--- config.mk ---
export PLATFORM = sky130hd
export DESIGN_NAME = ascii_num_parser
export DESIGN_NICKNAME = d
export VERILOG_FILES = /design/src/rtl/ascii_num_parser.sv
export SDC_FILE = /design/constraint.sdc
export NUM_CORES = 1
export LEC_CHECK = 0
export CAP_MARGIN = 20
export CORE_MARGIN = 10
export CORE_UTILIZATION = 45
export DETAILED_ROUTE_END_ITERATION = 16
export PLACE_DENSITY_LB_ADDON = 0.25
export SLEW_MARGIN = 0
export SYNTH_ARGS = -nofsm -noshare
export SYNTH_HDL_FRONTEND = slang
export SYNTH_SLANG_ARGS = --single-unit
--- constraint.sdc ---
create_clock -name clk -period 15.8 [get_ports clk]
set_input_delay 4.74 -clock clk [delete_from_list [all_inputs] [get_ports clk]]
set_output_delay 4.74 -clock clk [all_outputs]
set_load 0.02 [all_outputs]
--- src/rtl/ascii_num_parser.sv ---
// Streaming ASCII decimal parser: converts whitespace/comma separated signed integers
// to two's complement and writes them to consecutive RAM addresses after clearing the RAM.
module ascii_num_parser #(
  parameter int DATA_WIDTH = 32,
  parameter int DEPTH      = 2048,
  parameter int ADDR_WIDTH = 11
) (
  input  logic                  clk,
  input  logic                  rst_n,
  input  logic                  start,
  input  logic                  in_valid,
  input  logic [7:0]            in_data,
  input  logic                  in_last,
  output logic                  in_ready,
  output logic                  ram_clear,
  output logic                  wr_en,
  output logic [ADDR_WIDTH-1:0] wr_addr,
  output logic [DATA_WIDTH-1:0] wr_data,
  output logic [ADDR_WIDTH:0]   num_count,
  output logic                  done,
  output logic                  err_fmt,
  output logic                  err_ovf,
  output logic                  err_full
);

  typedef enum logic [2:0] {IDLE, CLEAR, SKIP, NUM, FIN} state_t;

  localparam int MW = DATA_WIDTH + 4;
  localparam logic [DATA_WIDTH-1:0] POS_MAX    = {1'b0, {(DATA_WIDTH-1){1'b1}}};
  localparam logic [DATA_WIDTH-1:0] NEG_MAX    = {1'b1, {(DATA_WIDTH-1){1'b0}}};
  localparam logic [ADDR_WIDTH:0]   FULL_COUNT = (ADDR_WIDTH+1)'(DEPTH);

  state_t                state, state_n;
  logic [ADDR_WIDTH:0]   clr_cnt, clr_cnt_n;
  logic [DATA_WIDTH-1:0] acc, acc_n, limit;
  logic                  neg, neg_n, has_digit, has_digit_n;
  logic                  commit, set_fmt, set_ovf;
  logic                  accept, is_digit, is_minus, is_sep;
  logic [MW-1:0]         prod;

  assign in_ready = (state == SKIP) || (state == NUM);
  assign accept   = in_valid && in_ready;
  assign is_digit = (in_data >= 8'h30) && (in_data <= 8'h39);
  assign is_minus = (in_data == 8'h2D);
  assign is_sep   = (in_data == 8'h20) || (in_data == 8'h2C) || (in_data == 8'h09) ||
                    (in_data == 8'h0A) || (in_data == 8'h0D);
  assign limit    = neg ? NEG_MAX : POS_MAX;
  assign prod     = ({4'b0, acc} * MW'(10)) + MW'(in_data[3:0]);

  always_ff @(posedge clk or negedge rst_n) begin
    if (!rst_n) state <= IDLE;
    else        state <= state_n;
  end

  // Token values are taken from the *_n signals so a terminating digit on in_last is included.
  always_comb begin
    state_n     = state;
    clr_cnt_n   = clr_cnt;
    acc_n       = acc;
    neg_n       = neg;
    has_digit_n = has_digit;
    commit      = 1'b0;
    set_fmt     = 1'b0;
    set_ovf     = 1'b0;
    case (state)
      IDLE: begin
        if (start) begin
          state_n   = CLEAR;
          clr_cnt_n = '0;
        end
      end
      CLEAR: begin
        if (clr_cnt == FULL_COUNT) state_n = SKIP;
        else                       clr_cnt_n = clr_cnt + 1'b1;
      end
      SKIP: begin
        if (accept) begin
          if (is_digit) begin
            acc_n       = DATA_WIDTH'(in_data[3:0]);
            neg_n       = 1'b0;
            has_digit_n = 1'b1;
            state_n     = NUM;
          end else if (is_minus) begin
            acc_n       = '0;
            neg_n       = 1'b1;
            has_digit_n = 1'b0;
            state_n     = NUM;
          end else if (!is_sep) begin
            set_fmt = 1'b1;
          end
          if (in_last) begin
            commit  = (state_n == NUM);
            state_n = FIN;
          end
        end
      end
      NUM: begin
        if (accept) begin
          if (is_digit) begin
            if (prod > {4'b0, limit}) begin
              acc_n   = limit;
              set_ovf = 1'b1;
            end else begin
              acc_n = prod[DATA_WIDTH-1:0];
            end
            has_digit_n = 1'b1;
          end else begin
            commit  = 1'b1;
            state_n = SKIP;
            if (!is_sep) set_fmt = 1'b1;
          end
          if (in_last) begin
            commit  = 1'b1;
            state_n = FIN;
          end
        end
      end
      FIN:     state_n = IDLE;
      default: state_n = IDLE;
    endcase
  end

  always_ff @(posedge clk or negedge rst_n) begin
    if (!rst_n) begin
      clr_cnt   <= '0;
      acc       <= '0;
      neg       <= 1'b0;
      has_digit <= 1'b0;
      ram_clear <= 1'b0;
      wr_en     <= 1'b0;
      wr_addr   <= '0;
      wr_data   <= '0;
      num_count <= '0;
      done      <= 1'b0;
      err_fmt   <= 1'b0;
      err_ovf   <= 1'b0;
      err_full  <= 1'b0;
    end else begin
      clr_cnt   <= clr_cnt_n;
      acc       <= acc_n;
      neg       <= neg_n;
      has_digit <= has_digit_n;
      ram_clear <= 1'b0;
      wr_en     <= 1'b0;
      done      <= (state == FIN);
      if (state == IDLE && start) begin
        ram_clear <= 1'b1;
        num_count <= '0;
        err_fmt   <= 1'b0;
        err_ovf   <= 1'b0;
        err_full  <= 1'b0;
      end
      if (set_fmt) err_fmt <= 1'b1;
      if (set_ovf) err_ovf <= 1'b1;
      // A lone '-' is a format error; a full RAM drops the value but keeps counting frozen.
      if (commit) begin
        if (!has_digit_n) begin
          err_fmt <= 1'b1;
        end else if (num_count == FULL_COUNT) begin
          err_full <= 1'b1;
        end else begin
          wr_en     <= 1'b1;
          wr_addr   <= num_count[ADDR_WIDTH-1:0];
          wr_data   <= neg_n ? -acc_n : acc_n;
          num_count <= num_count + 1'b1;
        end
      end
    end
  end

endmodule

==> results of run 1 <==
==> worst register-to-register path: cells and delay by family (launching register included) <==
family                     cells  cell delay (ns)
and+or+nand+nor               14             4.25
DFF                            1             0.45
AOI/OAI and AO/OA              7             1.72
buffers and inverters          1             0.06
adders and majority gates      5             1.48
muxes                          1             0.38
xor gates and xnor gates       1             0.18
==> cells in the mapped netlist, types with 21 or more instances <==
| library cell | instances | area (µm²) |
|---|---|---|
| ha_1 | 100 | 1250 |
| nor3_1 | 32 | 160 |
| nand3_1 | 48 | 240 |
| nand2_1 | 156 | 586 |
| a21oi_1 | 60 | 300 |
| and3_1 | 21 | 131 |
| dfrtp_1 | 110 | 2750 |
| o21ai_0 | 99 | 495 |
| inv_1 | 31 | 116 |
| xor2_1 | 38 | 333 |
| nand4_1 | 35 | 219 |
| xnor2_1 | 34 | 298 |
| clkbuf_1 | 30 | 113 |
| nor2_1 | 121 | 454 |
==> through the flow <==
step | power [mW] | cells
after floorplan | 0.599 | 1214
after global routing | 1.00 | 1545
after global placement | 0.715 | 1529
after detailed placement | 0.723 | 1529
final | 0.938 | 1545
after CTS | 0.944 | 1545
==> routing by layer <==
metal  up-vias  global-route usage  part of all wire
met5         -                   0                 0
met4         0              0.0617             0.020
met3        44              0.0224             0.056
met2       274               0.310              0.46
met1      4429               0.272              0.46
li1       4567                   -                 -
==> sequential cells by signal (all words and copies together), names as in the netlist, 3 cells and up <==
name       flops
wr_addr       11
clr_cnt       12
acc           32
num_count     12
wr_data       32
state          3
==> placed cells by master, fill, tap and decap left out, drive strengths merged, types with 22 or more instances in the layout <==
cell / synthesis / routed
a21oi: 60 / 60
and3: 22 / 22
clkdlybuf4s50: 0 / 73
dfrtp: 110 / 110
ha: 100 / 100
inv: 31 / 32
nand2: 156 / 156
nand3: 48 / 48
nand4: 36 / 36
nor2: 121 / 121
nor3: 34 / 34
o21ai: 111 / 111
xnor2: 34 / 34
xor2: 39 / 39
==> power by group <==
part           internal (mW)  leakage (nW)  switching (mW)  total (mW)
logic                  0.137          3.40           0.241       0.378
clock network          0.113         0.134           0.108       0.221
registers              0.309          1.52          0.0291       0.338
==> cell families (layout without fill, tap and decap cells) <==
| kind of cell | count (synthesis) | in the layout | share of synthesized area |
|---|---|---|---|
| AOI/OAI and AO/OA | 311 | 311 | 0.204 |
| xor gates and xnor gates | 73 | 73 | 0.0655 |
| DFF | 110 | 110 | 0.279 |
| muxes | 10 | 10 | 0.0122 |
| and+or+nand+nor | 529 | 529 | 0.276 |
| adders and majority gates | 102 | 102 | 0.131 |
| buffers and inverters | 79 | 130 | 0.0323 |
==> layout make-up <==
cell class	count	area (µm²)
flip-flops and latches	110	2750
clock inverters	5	43.8
multi-input cells	1025	6800
well taps	280	350
repair buffers	81	791
inverters	33	124
fillers	2088	10600
clock buffers	11	243
==> path summary, 6_finish.rpt <==
kind                            startpoint          end  slack [ns]  depth (start not counted)
worst max-delay path            in_data[2]  wr_data[30]        3.66                         27
worst min-delay path            wr_addr[6]   wr_addr[6]        0.48                          2
worst max register to register      acc[1]  wr_data[30]        7.18                         29
min in group asynchronous            rst_n        wr_en        4.39                          1
max in group asynchronous            rst_n  wr_addr[10]       10.12                          2
worst min register to register  wr_addr[6]   wr_addr[6]        0.48                          2
==> qor.txt, run 1 <==
Top FF cell, synth = dfrtp_1
Unrepaired setup endpoints after global routing = false
Row Count = 54
Pleak = 5.05 nW
Crit. End Element = flip-flop
Final Cycle Share = 0.769
Die W = 168 µm
Initial DRT Pass Iterations = 5
Fmax = 0.0824 GHz
Power Density = 84.5 nW/µm²
Fin nets = 1,375
Mapped Area = 9870 µm²
Yosys warning count = 0
Post-route DRC = 0
Synth async-reset ratio = 1.00
Tmin final = 12.14 ns
Largest stage delay, worst path = 0.55 ns
Syn nets = 1,329
CTS root buffer = clkbuf_16
Largest net degree at the start of global routing = 72
Clock slew seen by the registers of the worst setup and hold paths = 0.08 ns
Final weighted congestion in routability-driven placement = 0.947
Total of max-cap violations = 0
Worst-Skew Late Latency = 0.35 ns
Setup TNS = 0 ns
Deepest clock path buffer count = 2
Vias/cell = 6.03
Dpl hpwl = 22,400 µm
CP Buf/Inv Count = 1
Antenna Nets Post-Route = 0
I/O pins = 75
H-Tree Level Count = 3
Startpoint types = input pin
Hold Buf Count CTS = 0
Distinct cells, synth = 98
Critical path type = input pin to flip-flop
Arr. time, crit path = 12.38 ns
Slowest cell on crit path = clkdlybuf4s50_1
Syn_area_per_cell = 8.13 µm²
Hold Fails Final Rpt = 0
Setup Fix Bufs, Post-CTS = 0
Die area = 28,300 µm²
Initial antenna violation count = 0
WHS = 0.475 ns
GRT overflow = 0
Die H = 168 µm
Share of layout cells above drive strength 1 = 0.0530
Routed via count = 9,314
Seq/Total Area, Yosys = 0.279
CP max FO = 13
Placed instance area = 10,800 µm²
Port Buffers = 74
Iter 0 DRT Violations = 869
Setup violators final = 0
Post-layout util = 0.512
Vias in the first global route = 8,954
CP required = 16.03 ns
Final wirelength = 28,400 µm
CTS tree = yes
Fin Clk Skew = 0.0127 ns
Area growth syn-to-layout = 12.5%
Worst-margin pin slew = 0.977 ns
CORE AREA = 21,700 µm²
First-pass GRT wire length = 46,700 µm
Worst path top cell family by delay = simple AND/OR/NAND/NOR gates
Flops & latches, synth = 110
Gr usage total = 0.195
DP Worst Slack = 3.26 ns
Final worst slack = 3.66 ns
Clock Sinks = 110
Synth Instances = 1,214
Initial Util = 0.455
Post-synth EDFFs = 0
Max IR drop VDD = 56.4 µV
Max-slew violation count = 0
Num CTS Buffers = 9
Hold WC Path Type = flip-flop to flip-flop
Resize count post-CTS = 0
WL/cell = 18.4 µm
N_diodes = 0
Run status = complete, no violations
Max_slew headroom = 0.346
Fin area = 11,100 µm²
Note: power is estimated with default switching activity, not from simulation.
==> run 2, diff against run 1 <==
- clock period: 15.8 -> 12.1 ns (I/O delays scaled with it)
==> run 2 against run 1 <==
Register-to-register slack worse by 3.6 ns. Flip-flop and latch count unchanged. First-iteration DRC count grew 3.2%. Worst setup slack got worse by 2.5 ns. Clock power increased by 43%. Sequential power is 31% higher. Die area stayed put. Core utilization grew 0.21 points. Critical path depth is the same. Cell area grew 0.41%. Largest cell class unchanged.
==> qor.txt, run 2 (synthesized netlist as in run 1, its figures left out) <==
Run status = complete, no violations (unchanged)
Dpl hpwl = 22,000 µm (was 22,400 µm)
Worst-Skew Late Latency = 0.36 ns (was 0.35 ns)
Total of max-cap violations = 0 (unchanged)
CP required = 12.34 ns (was 16.03 ns)
Fin Clk Skew = 0.0101 ns (was 0.0127 ns)
Setup Fix Bufs, Post-CTS = 0 (unchanged)
Tmin final = 10.95 ns
Switch share = 0.405 (was 0.403)
Worst-margin pin slew = 1.03 ns (was 0.977 ns)
DR top layer = met4 (unchanged)
Fin nets = 1,377 (was 1,375)
Startpoint types = input pin (unchanged)
Hold WC Path Type = flip-flop to flip-flop (unchanged)
Max_slew headroom = 0.313 (was 0.346)
Largest net degree at the start of global routing = 72 (unchanged)
Clock slew seen by the registers of the worst setup and hold paths = 0.08 ns (about the same)
Vias/cell = 6.02 (was 6.03)
Share of power burned in registers = 0.350 (was 0.361)
Die H = 168 µm (unchanged)
Max-slew violation count = 0 (unchanged)
Internal power = 0.751 mW (was 0.560 mW)
Deepest clock path buffer count = 2 (unchanged)
Max IR drop VDD = 63.1 µV (was 56.4 µV)
Clock Sinks = 110 (unchanged)
Final wirelength = 28,400 µm (about the same)
Switching Power = 0.510 mW (was 0.378 mW)
Row Count = 54 (unchanged)
WL/cell = 18.4 µm (about the same)
First-pass GRT wire length = 45,900 µm (was 46,700 µm)
I/O pins = 75 (unchanged)
Fin area = 11,200 µm² (was 11,100 µm²)
N_diodes = 0 (unchanged)
Met2 Wirelength = 13,000 µm (was 13,100 µm)
Vias in the first global route = 8,754 (was 8,954)
Share of layout cells above drive strength 1 = 0.0552 (was 0.0530)
Arr. time, crit path = 11.19 ns (was 12.38 ns)
Setup TNS = 0 ns (unchanged)
Hold Fails Final Rpt = 0 (unchanged)
Hold Buf Count CTS = 0 (unchanged)
Critical path type = input pin to flip-flop (unchanged)
CTS root buffer = clkbuf_16 (unchanged)
FILL cells = 2,035 (was 2,088)
Comb power frac = 0.400 (was 0.403)
GRT overflow = 0 (unchanged)
Multi-input combinational cell area = 6800 µm² (unchanged)
Antenna Nets Post-Route = 0 (unchanged)
Final Cycle Share = 0.905
Port Buffers = 74 (unchanged)
Area growth syn-to-layout = 13.0% (was 12.5%)
Initial Util = 0.455 (unchanged)
Iter 0 DRT Violations = 897 (was 869)
Placed instance area = 10,800 µm² (about the same)
Power Density = 113 nW/µm² (was 84.5 nW/µm²)
Initial antenna violation count = 0 (unchanged)
Clock network power share = 0.250 (was 0.236)
H-Tree Level Count = 3 (unchanged)
Most common cell after layout, fill and taps aside = nand2_1 (unchanged)
Fmax = 0.0913 GHz
Setup violators final = 0 (unchanged)
Crit. End Element = flip-flop (unchanged)
Most frequent cells in the layout = nand2_1 (156), nor2_1 (121), dfrtp_1 (110) (unchanged)
Resize count post-CTS = 0 (unchanged)
Final weighted congestion in routability-driven placement = 0.908 (was 0.947)
Num CTS Buffers = 9 (unchanged)
Unrepaired setup endpoints after global routing = false (unchanged)
Gr usage total = 0.193 (was 0.195)
CTS tree = yes (unchanged)
CORE AREA = 21,700 µm² (unchanged)
Die W = 168 µm (unchanged)
WHS = 0.475 ns (about the same)
Initial DRT Pass Iterations = 5 (unchanged)
Wl on met1 = 13,200 µm (about the same)
Post-route DRC = 0 (unchanged)
Met3 routed wirelength = 1710 µm (was 1600 µm)
Sequential standard cell area = 2750 µm² (unchanged)
CP max FO = 13 (unchanged)
Biggest regs = acc (32), wr_data (32) (unchanged)
Routed via count = 9,308 (was 9,314)
Die area = 28,300 µm² (unchanged)
Pleak = 5.09 nW (was 5.05 nW)
run 2: cell count changes in the layout (fill, tap and decap cells not counted), sizes merged:
cell	previous run	this run
buf	8	10
clkbuf	11	9
inv	32	33
clkinvlp	2	0
clkinv	4	6
bufinv	0	1
run 2: metrics by stage:
step / total power, mW / setup slack (ns) / instances / utilization
final: 1.26 / 1.15 / 1547 / 0.514
after global placement: 0.940 / 1.03 / 1531 / 0.500
after detailed placement: 0.950 / 0.834 / 1531 / 0.500
after CTS: 1.27 / 1.17 / 1547 / 0.514
after global routing: 1.33 / 0.470 / 1547 / 0.514
after floorplan: 0.782 / 2.08 / 1214 / -
run 2: final cells by class:
class	count	share of cell area
sequential	110	0.247
multi-input combinational	1025	0.610
tap	280	0.0314
clock inverter	7	0.00819
clock buffer	9	0.0202
timing repair buffer	83	0.0723
inverter	33	0.0111
run 2: power groups by stage:
| stage | sequential, mW | combinational, mW | clock, mW |
|---|---|---|---|
| detailed placement | 0.448 | 0.501 | 0 |
| global placement | 0.448 | 0.492 | 0 |
| floorplan | 0.463 | 0.319 | 0 |
| CTS | 0.442 | 0.504 | 0.320 |
| global route | 0.448 | 0.556 | 0.331 |
| finish | 0.442 | 0.504 | 0.316 |
run 2: final timing paths:
| path | cells after the start | slack, ns | start | endpoint |
|---|---|---|---|---|
| setup / recovery | 27 | 1.15 | in_data[2] | wr_data[30] |
| hold / removal | 2 | 0.47 | wr_addr[8] | wr_addr[8] |
| setup reg to reg | 29 | 3.62 | acc[1] | wr_data[30] |
| hold reg to reg | 2 | 0.47 | wr_addr[8] | wr_addr[8] |
| max in group asynchronous | 2 | 7.56 | rst_n | acc[14] |
| min in group asynchronous | 1 | 3.24 | rst_n | wr_addr[2] |
run 2: critical path, cell delays in order:
cell,delay [ns]
clkdlybuf4s50_1,0.56
ha_1,0.35
a21oi_1,0.07
o21ai_0,0.26
nor4b_1,0.42
and3_1,0.25
nand4_1,0.20
nor3_1,0.35
nand3_1,0.15
or3b_2,0.50
xnor2_1,0.18
ha_1,0.32
nand4_1,0.11
or4_1,0.51
o21ai_0,0.14
o21ai_0,0.12
or3b_1,0.45
nor2_1,0.24
mux2_2,0.38
nor3_1,0.08
a211oi_1,0.37
ha_1,0.26
and3_1,0.21
o221ai_1,0.30
nor3_4,0.47
a311o_1,0.23
nand3_1,0.06
run 2: layer usage:
metal  vias to the layer above  GRT usage
met4                         0     0.0530
met3                        28     0.0277
li1                       4565          -
met5                         -          0
met2                       303      0.308
met1                      4412      0.265
==> run 3, diff against run 2 <==
- PLACE_DENSITY: unset -> 0.63
- PLACE_DENSITY_LB_ADDON: 0.25 -> unset
==> run 3 against run 2 <==
Worst setup slack better by 0.030 ns. Combinational power hardly changed. Clock-buffer cell count stayed put. Sequential power hardly changed. Fmax rose by 0.27%. Power up 2.8%. Cell area is 0.38% higher. Sequential share of layout area is 0.094 points lower.
==> qor.txt, run 3 (synthesized netlist as in run 1, its figures left out) <==
Run status = complete, no violations (unchanged)
Clock slew seen by the registers of the worst setup and hold paths = 0.09 ns (was 0.08 ns)
Max_slew headroom = 0.326 (was 0.313)
Final weighted congestion in routability-driven placement = 0.925 (was 0.908)
Finished Layout Cells = 1,548 (was 1,547)
Routed via count = 9,329 (was 9,308)
Hold Fails Final Rpt = 0 (unchanged)
Fmax = 0.0916 GHz (was 0.0913 GHz)
Iter 0 DRT Violations = 736 (was 897)
Most frequent cells in the layout = nand2_1 (156), nor2_1 (121), dfrtp_1 (110) (unchanged)
Hold Crit Start = wr_addr[4] (was wr_addr[8])
Worst-margin pin slew = 1.01 ns (was 1.03 ns)
First-pass GRT wire length = 47,400 µm (was 45,900 µm)
Share of layout cells above drive strength 1 = 0.0560 (was 0.0552)
Pwr Total = 1.30 mW (was 1.26 mW)
Power Density = 116 nW/µm² (was 113 nW/µm²)
Crit path from = in_data[2] (unchanged)
Max-slew violation count = 0 (unchanged)
Post-route DRC = 0 (unchanged)
Critical path type = input pin to flip-flop (unchanged)
Placed instance area = 10,800 µm² (about the same)
Biggest regs = acc (32), wr_data (32) (unchanged)
Port Buffers = 74 (unchanged)
Resize count post-CTS = 0 (unchanged)
FILL cells = 2,102 (was 2,035)
Post-Place Cells = 1,532 (was 1,531)
Max IR drop VDD = 90.0 µV (was 63.1 µV)
Row Count = 54 (unchanged)
Antenna Nets Post-Route = 0 (unchanged)
Largest stage delay, worst path = 0.56 ns (about the same)
Vias/cell = 6.03 (was 6.02)
Arr. time, crit path = 11.16 ns (was 11.19 ns)
Dpl hpwl = 22,700 µm (was 22,000 µm)
Largest net degree at the start of global routing = 72 (unchanged)
Setup TNS = 0 ns (unchanged)
CP required = 12.34 ns (about the same)
N_diodes = 0 (unchanged)
Tmin final = 10.92 ns (was 10.95 ns)
Setup violators final = 0 (unchanged)
Die area = 28,300 µm² (unchanged)
Hold WC Path Type = flip-flop to flip-flop (unchanged)
I/O pins = 75 (unchanged)
Slowest cell on crit path = clkdlybuf4s50_1 (unchanged)
WL/cell = 18.8 µm (was 18.4 µm)
Final wirelength = 29,100 µm (was 28,400 µm)
Total of max-cap violations = 0 (unchanged)
Fin Clk Skew = 0.0193 ns (was 0.0101 ns)
Post-layout util = 0.516 (was 0.514)
CTS tree = yes (unchanged)
Fin area = 11,200 µm² (about the same)
Initial DRT Pass Iterations = 5 (unchanged)
Die H = 168 µm (unchanged)
CORE AREA = 21,700 µm² (unchanged)
Final Cycle Share = 0.902 (was 0.905)
Crit. End Element = flip-flop (unchanged)
Num CTS Buffers = 9 (unchanged)
H-Tree Level Count = 3 (unchanged)
Pleak = 5.11 nW (was 5.09 nW)
Gr usage total = 0.200 (was 0.193)
GRT overflow = 0 (unchanged)
Startpoint types = input pin (unchanged)
Worst-Skew Late Latency = 0.35 ns (was 0.36 ns)
DP Worst Slack = 0.843 ns (was 0.834 ns)
Clock Sinks = 110 (unchanged)
Fin nets = 1,378 (was 1,377)
WHS = 0.477 ns (was 0.475 ns)
CTS root buffer = clkbuf_16 (unchanged)
Hold Buf Count CTS = 0 (unchanged)
Setup Fix Bufs, Post-CTS = 0 (unchanged)
Unrepaired setup endpoints after global routing = false (unchanged)
Most common cell after layout, fill and taps aside = nand2_1 (unchanged)
Vias in the first global route = 8,889 (was 8,754)
CP most frequent cell = o21ai_0
Final worst slack = 1.18 ns (was 1.15 ns)
Deepest clock path buffer count = 2 (unchanged)
CP max FO = 13 (unchanged)
Die W = 168 µm (unchanged)
Initial Util = 0.455 (unchanged)
Area growth syn-to-layout = 13.4% (was 13.0%)
Worst flop-to-flop path startpoint = acc[1] (unchanged)
Initial antenna violation count = 0 (unchanged)
## run 3: path summary, 6_finish.rpt
| check | end | slack, ns | cells after the start |
|---|---|---|---|
| hold reg to reg | wr_addr[4] | 0.48 | 2 |
| min in group asynchronous | wr_addr[4] | 3.34 | 1 |
| setup reg to reg | wr_data[30] | 3.60 | 29 |
| setup / recovery | wr_data[30] | 1.18 | 28 |
| hold / removal | wr_addr[4] | 0.48 | 2 |
| max in group asynchronous | err_fmt | 7.59 | 2 |
## run 3: power by group
group | switching, mW | total, mW | internal, mW
Combinational | 0.323 | 0.507 | 0.183
Clock | 0.143 | 0.349 | 0.206
Sequential | 0.0377 | 0.441 | 0.404
## run 3: area by class of cell
type,instances,area [µm²],share of cell area
inverter,33,124,0.0111
sequential,110,2750,0.246
tap,280,350,0.0313
multi-input combinational,1025,6800,0.608
clock buffer,9,225,0.0201
timing repair buffer,84,813,0.0727
clock inverter,7,126,0.0113
## run 3: critical path: cells and delay by family
kind                       cells  cell delay [ns]
buffers and inverters          1             0.56
muxes                          1             0.38
AOI/OAI and AO/OA             10             1.79
adders and majority gates      3             0.95
and+or+nand+nor               12             3.42
xor gates and xnor gates       1             0.43
## run 3: layer usage
| metal | track usage | up-vias | share of wire |
|---|---|---|---|
| li1 | - | 4571 | - |
| met1 | 0.283 | 4464 | 0.47 |
| met2 | 0.318 | 255 | 0.45 |
| met3 | 0.0228 | 39 | 0.053 |
| met4 | 0.0473 | 0 | 0.018 |
| met5 | 0 | - | 0 |
